==> config.mk <==
export PLATFORM = sky130hd
export DESIGN_NAME = pipe_skid_stage
export DESIGN_NICKNAME = d
export VERILOG_FILES = /design/src/rtl/pipe_pkg.sv /design/src/rtl/pipe_skid_slot.sv /design/src/rtl/pipe_skid_stage.sv
export SDC_FILE = /design/constraint.sdc
export NUM_CORES = 1
export LEC_CHECK = 0
export CAP_MARGIN = 10
export CORE_MARGIN = 3
export CORE_UTILIZATION = 45
export CTS_BUF_LIST = sky130_fd_sc_hd__clkbuf_8
export DETAILED_ROUTE_END_ITERATION = 10
export GPL_ROUTABILITY_DRIVEN = 0
export PLACE_DENSITY = 0.81
export SYNTH_ARGS = -nofsm -noshare
export SYNTH_HDL_FRONTEND = slang
export SYNTH_SLANG_ARGS = --single-unit
==> constraint.sdc <==
create_clock -name clk -period 2.5 [get_ports clk]
set_input_delay 0.5 -clock clk [delete_from_list [all_inputs] [get_ports clk]]
set_output_delay 0.5 -clock clk [all_outputs]
set_load 0.02 [all_outputs]
==> src/rtl/pipe_pkg.sv <==
// Shared definitions for the pipeline stage registers.
// Holds the MEM/WB payload field layout and the skid-slot state encoding.
package pipe_pkg;

    // MEM/WB payload layout: {alu_res[31:0], mem_data[31:0], rd[4:0], mem2reg, regwr}
    localparam int unsigned MEMWB_W     = 71;
    localparam int unsigned RES_LSB     = 39;
    localparam int unsigned MDATA_LSB   = 7;
    localparam int unsigned RD_LSB      = 2;
    localparam int unsigned MEM2REG_BIT = 1;
    localparam int unsigned REGWR_BIT   = 0;

    // Bit 0 mirrors the main-register valid, bit 1 the skid-register valid.
    typedef enum logic [1:0] {
        SlotEmpty = 2'b00,
        SlotOne   = 2'b01,
        SlotTwo   = 2'b11
    } slot_state_e;

endpackage

==> src/rtl/pipe_skid_slot.sv <==
// One pipeline slot: a main register plus a skid register so the slot can
// keep accepting for one cycle after downstream stalls, giving full throughput
// without a combinational out_ready -> in_ready path.
//
// Ports:
//   clk, rst          rising-edge clock, synchronous active-low reset
//   flush             synchronous kill of both entries (data kept, valids cleared)
//   in_valid/in_ready/in_data     upstream handshake (in_ready straight from flop)
//   out_valid/out_ready/out_data  downstream handshake (out_data = main register)
module pipe_skid_slot
    import pipe_pkg::*;
#(
    parameter int unsigned DATA_W = MEMWB_W
) (
    input  logic              clk,
    input  logic              rst,
    input  logic              flush,
    input  logic              in_valid,
    output logic              in_ready,
    input  logic [DATA_W-1:0] in_data,
    output logic              out_valid,
    input  logic              out_ready,
    output logic [DATA_W-1:0] out_data
);

    slot_state_e       state_q, state_d;
    logic [DATA_W-1:0] main_q, skid_q;
    logic              accept, emit;
    logic              load_main_in, load_main_skid, load_skid;

    // Gated by rst so nothing upstream sees a ready slot during reset.
    assign in_ready  = rst & ~state_q[1];
    assign out_valid = state_q[0];
    assign out_data  = main_q;

    assign accept = in_valid & in_ready;
    assign emit   = out_valid & out_ready;

    always_comb begin
        state_d        = state_q;
        load_main_in   = 1'b0;
        load_main_skid = 1'b0;
        load_skid      = 1'b0;
        if (flush) begin
            // Same-cycle accept is dropped; data registers deliberately hold.
            state_d = SlotEmpty;
        end else begin
            unique case (state_q)
                SlotEmpty: begin
                    if (accept) begin
                        state_d      = SlotOne;
                        load_main_in = 1'b1;
                    end
                end
                SlotOne: begin
                    if (accept && !emit) begin
                        state_d   = SlotTwo;
                        load_skid = 1'b1;
                    end else if (accept && emit) begin
                        load_main_in = 1'b1;
                    end else if (emit) begin
                        state_d = SlotEmpty;
                    end
                end
                SlotTwo: begin
                    if (emit) begin
                        state_d        = SlotOne;
                        load_main_skid = 1'b1;
                    end
                end
                default: state_d = SlotEmpty;
            endcase
        end
    end

    always_ff @(posedge clk) begin
        if (!rst) begin
            state_q <= SlotEmpty;
            main_q  <= '0;
            skid_q  <= '0;
        end else begin
            state_q <= state_d;
            if (load_main_in) begin
                main_q <= in_data;
            end else if (load_main_skid) begin
                main_q <= skid_q;
            end
            if (load_skid) begin
                skid_q <= in_data;
            end
        end
    end

endmodule

==> src/rtl/pipe_skid_stage.sv <==
// Parametrised pipeline stage register: STAGES chained skid slots carrying an
// opaque DATA_W payload, plus a saturating stall counter for perf debug.
//
// Ports:
//   clk, rst          rising-edge clock, synchronous active-low reset
//   flush             synchronous kill of every in-flight entry
//   in_valid/in_ready/in_data     upstream side (slot 0)
//   out_valid/out_ready/out_data  downstream side (slot STAGES-1)
//   stall_cnt         cycles with out_valid & ~out_ready, saturating
module pipe_skid_stage
    import pipe_pkg::*;
#(
    parameter int unsigned DATA_W = MEMWB_W,
    parameter int unsigned STAGES = 1,
    parameter int unsigned CNT_W  = 16
) (
    input  logic              clk,
    input  logic              rst,
    input  logic              flush,
    input  logic              in_valid,
    output logic              in_ready,
    input  logic [DATA_W-1:0] in_data,
    output logic              out_valid,
    input  logic              out_ready,
    output logic [DATA_W-1:0] out_data,
    output logic [CNT_W-1:0]  stall_cnt
);

    localparam logic [CNT_W-1:0] CntMax = '1;

    // Element k is the link feeding slot k; element STAGES is the stage output.
    logic              link_valid [STAGES+1];
    logic              link_ready [STAGES+1];
    logic [DATA_W-1:0] link_data  [STAGES+1];
    logic [CNT_W-1:0]  stall_q;

    assign link_valid[0]      = in_valid;
    assign link_data[0]       = in_data;
    assign in_ready           = link_ready[0];
    assign out_valid          = link_valid[STAGES];
    assign out_data           = link_data[STAGES];
    assign link_ready[STAGES] = out_ready;

    for (genvar g = 0; g < STAGES; g++) begin : g_slot
        pipe_skid_slot #(
            .DATA_W (DATA_W)
        ) u_slot (
            .clk       (clk),
            .rst       (rst),
            .flush     (flush),
            .in_valid  (link_valid[g]),
            .in_ready  (link_ready[g]),
            .in_data   (link_data[g]),
            .out_valid (link_valid[g+1]),
            .out_ready (link_ready[g+1]),
            .out_data  (link_data[g+1])
        );
    end

    // A flushed head is neither emitted nor stalled, so flush blocks counting.
    always_ff @(posedge clk) begin
        if (!rst) begin
            stall_q <= '0;
        end else if (out_valid && !out_ready && !flush && (stall_q != CntMax)) begin
            stall_q <= stall_q + 1'b1;
        end
    end

    assign stall_cnt = stall_q;

endmodule

==> Word-level counts from Yosys, hierarchy flattened <==
Cells that the tools add are included.
{ "totals": {"register_bits": 160, "input_bits": 76, "output_inout_bits": 89, "elab_cells": 48} }
{ "classes": {"n_addsub": 1, "eq_ne": 7, "mux": 19, "bitwise": 5, "reduce_logical": 12} }
{ "ops": {"columns": ["operator", "count"], "rows": [
  ["two-way mux 71 bit", 2],
  ["adder 16 x 1 -> 16 bit (second input constant)", 1],
  ["!= test 16 bit (second input constant)", 1],
  ["two-way mux 1 bit", 10],
  ["two-way mux 2 bit", 5],
  ["one-hot mux 2 bit (3 select lines)", 1],
  ["logical AND 1 bit", 5],
  ["!= test 2 x 1 -> 1 bit (second input constant)", 2],
  ["AND reduction 4 bit", 1],
  ["bitwise AND 1 bit", 3],
  ["zero test 1 bit", 3],
  ["!= test 3 x 1 -> 1 bit (second input constant)", 1],
  ["!= test 3 x 2 -> 1 bit (second input constant)", 1],
  ["equality test 2 x 1 -> 1 bit (second input constant)", 1],
  ["equality test 2 bit (second input constant)", 1],
  ["zero test 2 bit", 1],
  ["inverter 1 bit", 2],
  ["one-hot mux 1 bit (2 select lines)", 1],
  ["nonzero test 2 bit", 1],
  ["OR reduction 2 bit", 1]
]} }

==> Longest topological paths before layout <==
Gate-level depths: netlist (run 1).
{ "depth": {"ltp_word": 9, "depth_mapped": 9, "depth_no_buf": 6} }

==> Cells and area by module <==
A second synthesis (run 1) with hierarchy kept.
{ "unflattened": {"cells_unflattened": 835, "hier_area_um2": 6790.3} }
{ "modules_own_cells": {"columns": ["mod", "instances", "cells_each", "area_per_inst_um2", "seq_area_each_um2"], "rows": [
  ["pipe_skid_slot", 1, 733, 5948.2, 2882.8],
  ["pipe_skid_stage", 1, 102, 842.1, 320.3]
]} }

==> Worst setup path before layout (run 1) <==
Ideal clock, no wire load.
{ "synth_timing": {"path_type": "reg-to-reg", "startpoint": "register g_slot[0].u_slot.state_q[0]", "endpoint": "register stall_q[13], in the netlist stall_cnt[13]", "setup_ps": 70, "arrival_time_ps": 2303, "t_required_ps": 2430, "setup_slack_ps": 127, "stages_incl_launch_ff": 7, "n_path_buf": 2, "period_less_slack_ps": 2373, "cell_sequence": "dfxtp_1 -> buf_4 -> or3b_1 -> buf_2 -> or4b_4 -> or4_1 -> a21oi_1"} }
{ "synth_via": {"elab_chain_cells": 3} }
{ "synth_lines": {"columns": ["item", "line", "rtl"], "rows": [
  ["start: declaration", "pipe_skid_slot.sv:26", "slot_state_e state_q, state_d;"],
  ["start signal: assignment", "pipe_skid_slot.sv:78", "state_q <= SlotEmpty;"],
  ["start signal: assignment", "pipe_skid_slot.sv:82", "state_q <= state_d;"],
  ["logical AND 1 bit (3 in a row)", "pipe_skid_stage.sv:64", "end else if (out_valid && !out_ready && !flush && (stall_q != CntMax)) begin"],
  ["end signal: assignment", "pipe_skid_stage.sv:65", "stall_q <= stall_q + 1'b1;"],
  ["end: declaration", "pipe_skid_stage.sv:35", "logic [CNT_W-1:0] stall_q;"]
]} }
No other way between the ends.
A chain may end at the register's enable or synchronous reset.

==> Worst setup path after layout (run 1) <==
{ "layout_timing": {"startpoint": "input port rst", "endpoint": "output port in_ready"} }
{ "layout_via": {"elab_chain_cells": 1} }
{ "layout_lines": {"columns": ["item", "line", "rtl"], "rows": [
  ["start: declaration", "pipe_skid_stage.sv:18", "input logic rst,"],
  ["bitwise AND 1 bit", "pipe_skid_slot.sv:32", "assign in_ready = rst & ~state_q[1];"],
  ["end: declaration", "pipe_skid_stage.sv:21", "output logic in_ready,"]
]} }
No other way between the ends.

==> results of run 1 <==
-- layout by cell type, fill, tap and decap left out, types with 2 or more instances in the layout --
cell             instances
clkdlybuf4s50_1        164
or4_1                    3
nor2_1                   4
nand2b_1                 3
nand4_1                  9
a21oi_1                 85
dfxtp_1                160
a211oi_1                 2
and3_1                   2
ha_1                     5
inv_1                    4
nand3_1                 10
clkinv_2                 3
clkbuf_8                20
buf_4                   18
buf_12                   6
o21ai_1                  2
o21ai_0                  6
o31ai_1                  4
or3_1                    8
a22oi_1                 71
clkinvlp_4               3
mux2i_1                  2
nand2_1                295
-- metal layers --
| metal | wire length (um) | GRT usage [%] | vias to the layer above |
|---|---|---|---|
| met2 | 7400 | 33.5 | 190 |
| li1 | - | - | 2870 |
| met3 | 1130 | 6.31 | 22 |
| met4 | 251 | 6.02 | 2 |
| met1 | 7010 | 28.4 | 2621 |
| met5 | 13 | 0 | - |
-- critical path, cell delays in order --
cell             delay [ns]
clkdlybuf4s50_1        0.56
inv_2                  0.05
nor2_1                 0.12
clkdlybuf4s50_1        0.64
-- state kept, by name (all words and copies together) (netlist names) --
signal and flops:
g_slot.u_slot.out_data 71, g_slot.u_slot.skid_q 71, stall_cnt 16, g_slot.u_slot.state_q 2
-- path summary, 6_finish.rpt --
kind / start / cells past startpoint / end / slack [ns]
setup / recovery: rst / 4 / in_ready / 0.13
hold / removal: g_slot[0].u_slot.out_data[69] / 2 / g_slot[0].u_slot.out_data[69] / 0.44
setup reg to reg: g_slot[0].u_slot.state_q[0] / 4 / stall_cnt[15] / 0.38
hold reg to reg: g_slot[0].u_slot.out_data[69] / 2 / g_slot[0].u_slot.out_data[69] / 0.44
-- metrics by stage --
step                hold slack [ns]  total power [uW]  worst slack (ns)  setup TNS (ns)
finish                        0.436              5050             0.134               0
global route                  0.453              5260            0.0605               0
CTS                           0.440              5110             0.101               0
detailed placement            0.428              3350            -0.129          -0.359
global placement              0.422              3340           -0.0834          -0.224
floorplan                     0.436              2990             0.127               0
-- power groups by stage --
stage / Sequential [uW] / Combinational (uW) / Clock (uW)
after floorplan: 2820 / 172 / 0
after global placement: 2730 / 611 / 0
after detailed placement: 2730 / 617 / 0
after CTS: 2670 / 620 / 1820
after global routing: 2680 / 664 / 1910
final: 2670 / 615 / 1770
-- Yosys cell counts, drive strengths merged (4+ instances only) --
library cell and instances:
dfxtp 160, o31ai 4, a22oi 71, nand2 295, or3 9, ha 5, inv 4, nand4 9
o21ai 8, nor2 5, nand3 10, clkbuf 48, a21oi 85
-- logic make-up (layout without fill, tap and decap cells) --
| family | after synthesis | in the layout | synth area share (%) |
|---|---|---|---|
| mux | 2 | 2 | 0.329 |
| buf+inv | 55 | 222 | 3.48 |
| compound gates | 180 | 180 | 18.6 |
| fa+ha+maj | 5 | 5 | 1.03 |
| simple gates | 350 | 350 | 23.9 |
| flops | 160 | 160 | 52.7 |
-- final cells by class --
| type | count | area [um2] | area share, % |
|---|---|---|---|
| Clock buffer | 20 | 275 | 3.28 |
| Clock inverter | 10 | 88.8 | 1.06 |
| Inverter | 4 | 15.0 | 0.179 |
| Multi-Input combinational cell | 537 | 2700 | 32.1 |
| Sequential cell | 160 | 3200 | 38.2 |
| Tap cell | 172 | 215 | 2.56 |
| Timing Repair Buffer | 188 | 1900 | 22.6 |
==> qor.csv, run 1 <==
metric,value,unit
outcome,"finished, final reports clean",
power_density,602,nW/um2
clock_path_buffers,2,
cts-htree-levels,4,
p_switching,1270,uW
cts_root_buffer,clkbuf_8,
worstSetupEndpointType,primary output,
yosys.area.top_type,dfxtp_1,
cts_tree,done,
cts_resized,0,
clock.fmax,0.423,GHz
synth_ff_type,dfxtp_1,
ios,165,
cts_setup_buffers,0,
synth.yosys.seq_area_share,52.7,%
netlist.area_leader.share,52.7,%
min_period,2.37,ns
via_count,5705,
netlist_top_cells_area,"dfxtp_1 (53%), nand2_1 (18%), a22oi_1 (8.8%)",
placed_area,8030,um2
n_antenna_cell,0,
die-area,14900,um2
post-route-period-util,94.7,%
power_frac_clock,34.9,%
clk_latency,0.44,ns
async_reset_ff_share,0,%
critPathArrivalTime,1.87,ns
hold_viol,0,
cts_sinks,160,
yosys_warnings,0,
drv_slew,0,
worstSetupPathType,in -> out,
finalClockSkew,0.00698,ns
via_per_inst,5.23,
fill_cells,1114,
std_cell_rows,41,
setup_viol,0,
clk_pin_slew,0.08,ns
max_slew_margin,35.0,%
hold_class,reg -> reg,
drive_gt1_share,6.86,%
layoutNonFillerInstCount,1091,
placedCellCount,1061,
ir_drop,579,uV
area_growth_syn_to_layout,38.0,%
nets,989,
drt-initial-drc-count,437,
die_w,122,um
required,2.00,ns
ys_types,44,
io_buffers,164,
p_int,3790,uW
grt_max_degree,85,
seqPwrFrac,52.9,%
fin_area,8390,um2
wire_per_inst,14.5,um
avgSynthCellArea,8.08,um2
track_usage,21.2,%
start_util,47.0,%
die_y,122,um
switching_share,25.1,%
antenna_found_initial,1,
synth_edf_count,0,
synth_fp_nets,833,
cp-start-kind,primary input,
cts_hold_buf,0,
p_leak,0.00314,uW
cp_max_fo,5,
final_core_util,64.9,%
combPwrFrac,12.2,%
drt_drc_violations_left,0,
worst_pin_slew,0.975,ns
coreArea,12900,um2
grt_overflow_total,0,
wl,15800,um
grt_pass1_vias,5176,
dp_hpwl,10300,um
cap_violations,0,
numCtsBuffers,17,
synth-seq-cells,160,
grt_pass1_wl,25700,um
drtPass1Iterations,6,
drtAntennaViolNets,0,
synth_cells,752,
synth_area,6080,um2
rsz0062_at_grt,false,
(Power assumes the default switching activity.)
==> run 2: changes to the inputs <==
- PLACE_DENSITY: 0.81 -> 0.8
- SYNTH_HIERARCHICAL: not set -> 1
==> run 2 against run 1 <==
Final cell count up 7.6%. Clock-buffer cell count down 2. Utilization down 2.7 points. Register-to-register slack better by 0.03 ns. Hold slack worse by 0.040 ns. Highest routed layer is now met4.
==> qor.csv, run 2 <==
metric,value,unit
min_period,2.24,ns
drt_drc_violations_left,0,
yosys.area.top_type,dfxtp_1,
ir_drop,315,uV
synth-seq-cells,160,
rsz0062_at_grt,false,
rr_endpoint,stall_cnt[13],
cts_tree,done,
drv_slew,0,
worstSetupPathType,in -> reg,
via_per_inst,5.33,
worstSetupEndpointType,flop,
avgSynthCellArea,8.13,um2
ios,165,
synth_edf_count,0,
outcome,"finished, final reports clean",
endpoint,stall_cnt[13],
synth_area,6790,um2
die-area,16600,um2
cts_resized,0,
post-route-period-util,89.7,%
cp-start-kind,primary input,
area_growth_syn_to_layout,34.1,%
grt_pass1_vias,5685,
clk_latency,0.44,ns
die_y,129,um
holdPathStages,2,
finalClockSkew,0.0109,ns
layout_common_cells,"nand2_1 (232), clkdlybuf4s50_1 (163), dfxtp_1 (160)",
io_buffers,164,
crit_start,out_ready,
coreArea,14600,um2
die_w,129,um
wl,17300,um
rrSetupSlack,0.41,ns
std_cell_rows,44,
yosysMostFrequentCell,nand2_1,
nets,1058,
clock.fmax,0.446,GHz
synth_ff_type,dfxtp_1,
max_slew_margin,50.3,%
netlist.area_leader.share,47.2,%
final_core_util,62.2,%
critPathArrivalTime,2.61,ns
r2r-start,g_slot[0].u_slot/state_q[0],
drtPass1Iterations,5,
yosys_warnings,6,
grt_pass1_wl,27900,um
synth_fp_nets,916,
async_reset_ff_share,0,%
n_antenna_cell,0,
drive_gt1_share,6.46,%
hold_viol,0,
drt-initial-drc-count,398,
cap_violations,0,
hold_class,in -> reg,
worst_pin_slew,0.738,ns
layout_commonest_cell,nand2_1,
dp_hpwl,10700,um
fin_ws,0.258,ns
clk_pin_slew,0.08,ns
grt_max_degree,75,
drtAntennaViolNets,0,
cts-htree-levels,4,
netlist_top_cells_area,"dfxtp_1 (47%), nand2_1 (13%), o221ai_1 (9.4%)",
cp_max_fo,6,
synthTopCellsByCount,"nand2_1 (232), dfxtp_1 (160), nand3_1 (77), inv_1 (75), o221ai_1 (73)",
cts_sinks,160,
synth.yosys.seq_area_share,47.2,%
cts_hold_buf,0,
power_density,547,nW/um2
setup_viol,0,
via_count,6252,
p_leak,0.00294,uW
cts_root_buffer,clkbuf_8,
numCtsBuffers,17,
required,2.87,ns
pre_cts_ws,-0.185,ns
clock_path_buffers,2,
grt_overflow_total,0,
ys_types,42,
synth_cells,835,
antenna_found_initial,0,
cts_setup_buffers,0,
start_util,46.4,%
wire_per_inst,14.7,um
track_usage,20.6,%
rr_worst_depth,4,
run 2: cell types whose count changed in the layout (fill, tap and decap cells not counted), moves of 63 or more:
cell      previous run  this run
inv_1                4        78
a22oi_1             71         0
nand2_1            295       232
o221ai_1             0        73
a21oi_1             85        10
nand3_1             10        77
run 2: area by class of cell:
cell class              count  area [um2]
repair buffers            187        1950
inverters                  76         285
fillers                  1243        5540
clock buffers              18         248
flip-flops and latches    160        3200
clock inverters            14         126
multi-input cells         535        3070
well taps                 184         230
run 2: report_power, final:
part	switching (uW)	internal, uW	total [uW]
combinational	279	267	546
sequential	27.7	2600	2620
clock	915	895	1810
total	1220	3760	4980
run 2: cells by family after synthesis:
| logic type | synth area share (%) |
|---|---|
| mux | 1.03 |
| compound gates | 20.2 |
| simple gates | 22.5 |
| buf+inv | 8.18 |
| fa+ha+maj | 0.921 |
| flops | 47.2 |
run 2: how the worst min path moves through the flow:
stage / from / endpoint / slack [ns]
after detailed placement: g_slot[0].u_slot/skid_q[65] / g_slot[0].u_slot/skid_q[65] / 0.45
final: rst / g_slot[0].u_slot/skid_q[46] / 0.40
after global routing: rst / g_slot[0].u_slot/skid_q[46] / 0.36
after CTS: rst / g_slot[0].u_slot/skid_q[46] / 0.35
after global placement: g_slot[0].u_slot/skid_q[63] / g_slot[0].u_slot/skid_q[63] / 0.44
after floorplan: g_slot[0].u_slot/skid_q[0] / g_slot[0].u_slot/skid_q[0] / 0.44
run 2: critical path, cell delays in order:
cell	delay [ns]
clkdlybuf4s50_1	0.41
or3b_1	0.41
or4_1	0.65
or4_1	0.50
a21oi_1	0.14
run 2: per-layer routing:
metal  vias to the layer above  GRT usage, %  part of all wire, %
li1                       3139             -                    -
met1                      2885          26.9                   44
met2                       214          33.6                   48
met3                        14          5.31                  6.9
met4                         0          6.24                 0.95
met5                         -             0                    0
run 2: per-stage QoR:
| stage | hold slack [ns] | instance area, um2 | power [uW] | TNS, ns | cells |
|---|---|---|---|---|---|
| 4_1_cts | 0.352 | 9110 | 5040 | 0 | 1174 |
| 3_5_place_dp | 0.446 | 8730 | 3230 | -0.624 | 1142 |
| 2_1_floorplan | 0.435 | 6790 | 2920 | 0 | 835 |
| 3_3_place_gp | 0.441 | 8730 | 3230 | -0.397 | 1142 |
| 6_report | 0.396 | 9110 | 4980 | 0 | 1174 |
| 5_1_grt | 0.360 | 9110 | 5180 | 0 | 1174 |
==> run 3: changes to the inputs <==
- TNS_END_PERCENT: not set -> 100
==> results of run 3 <==
Final layout, timing and power as in run 2 (identical DEF).
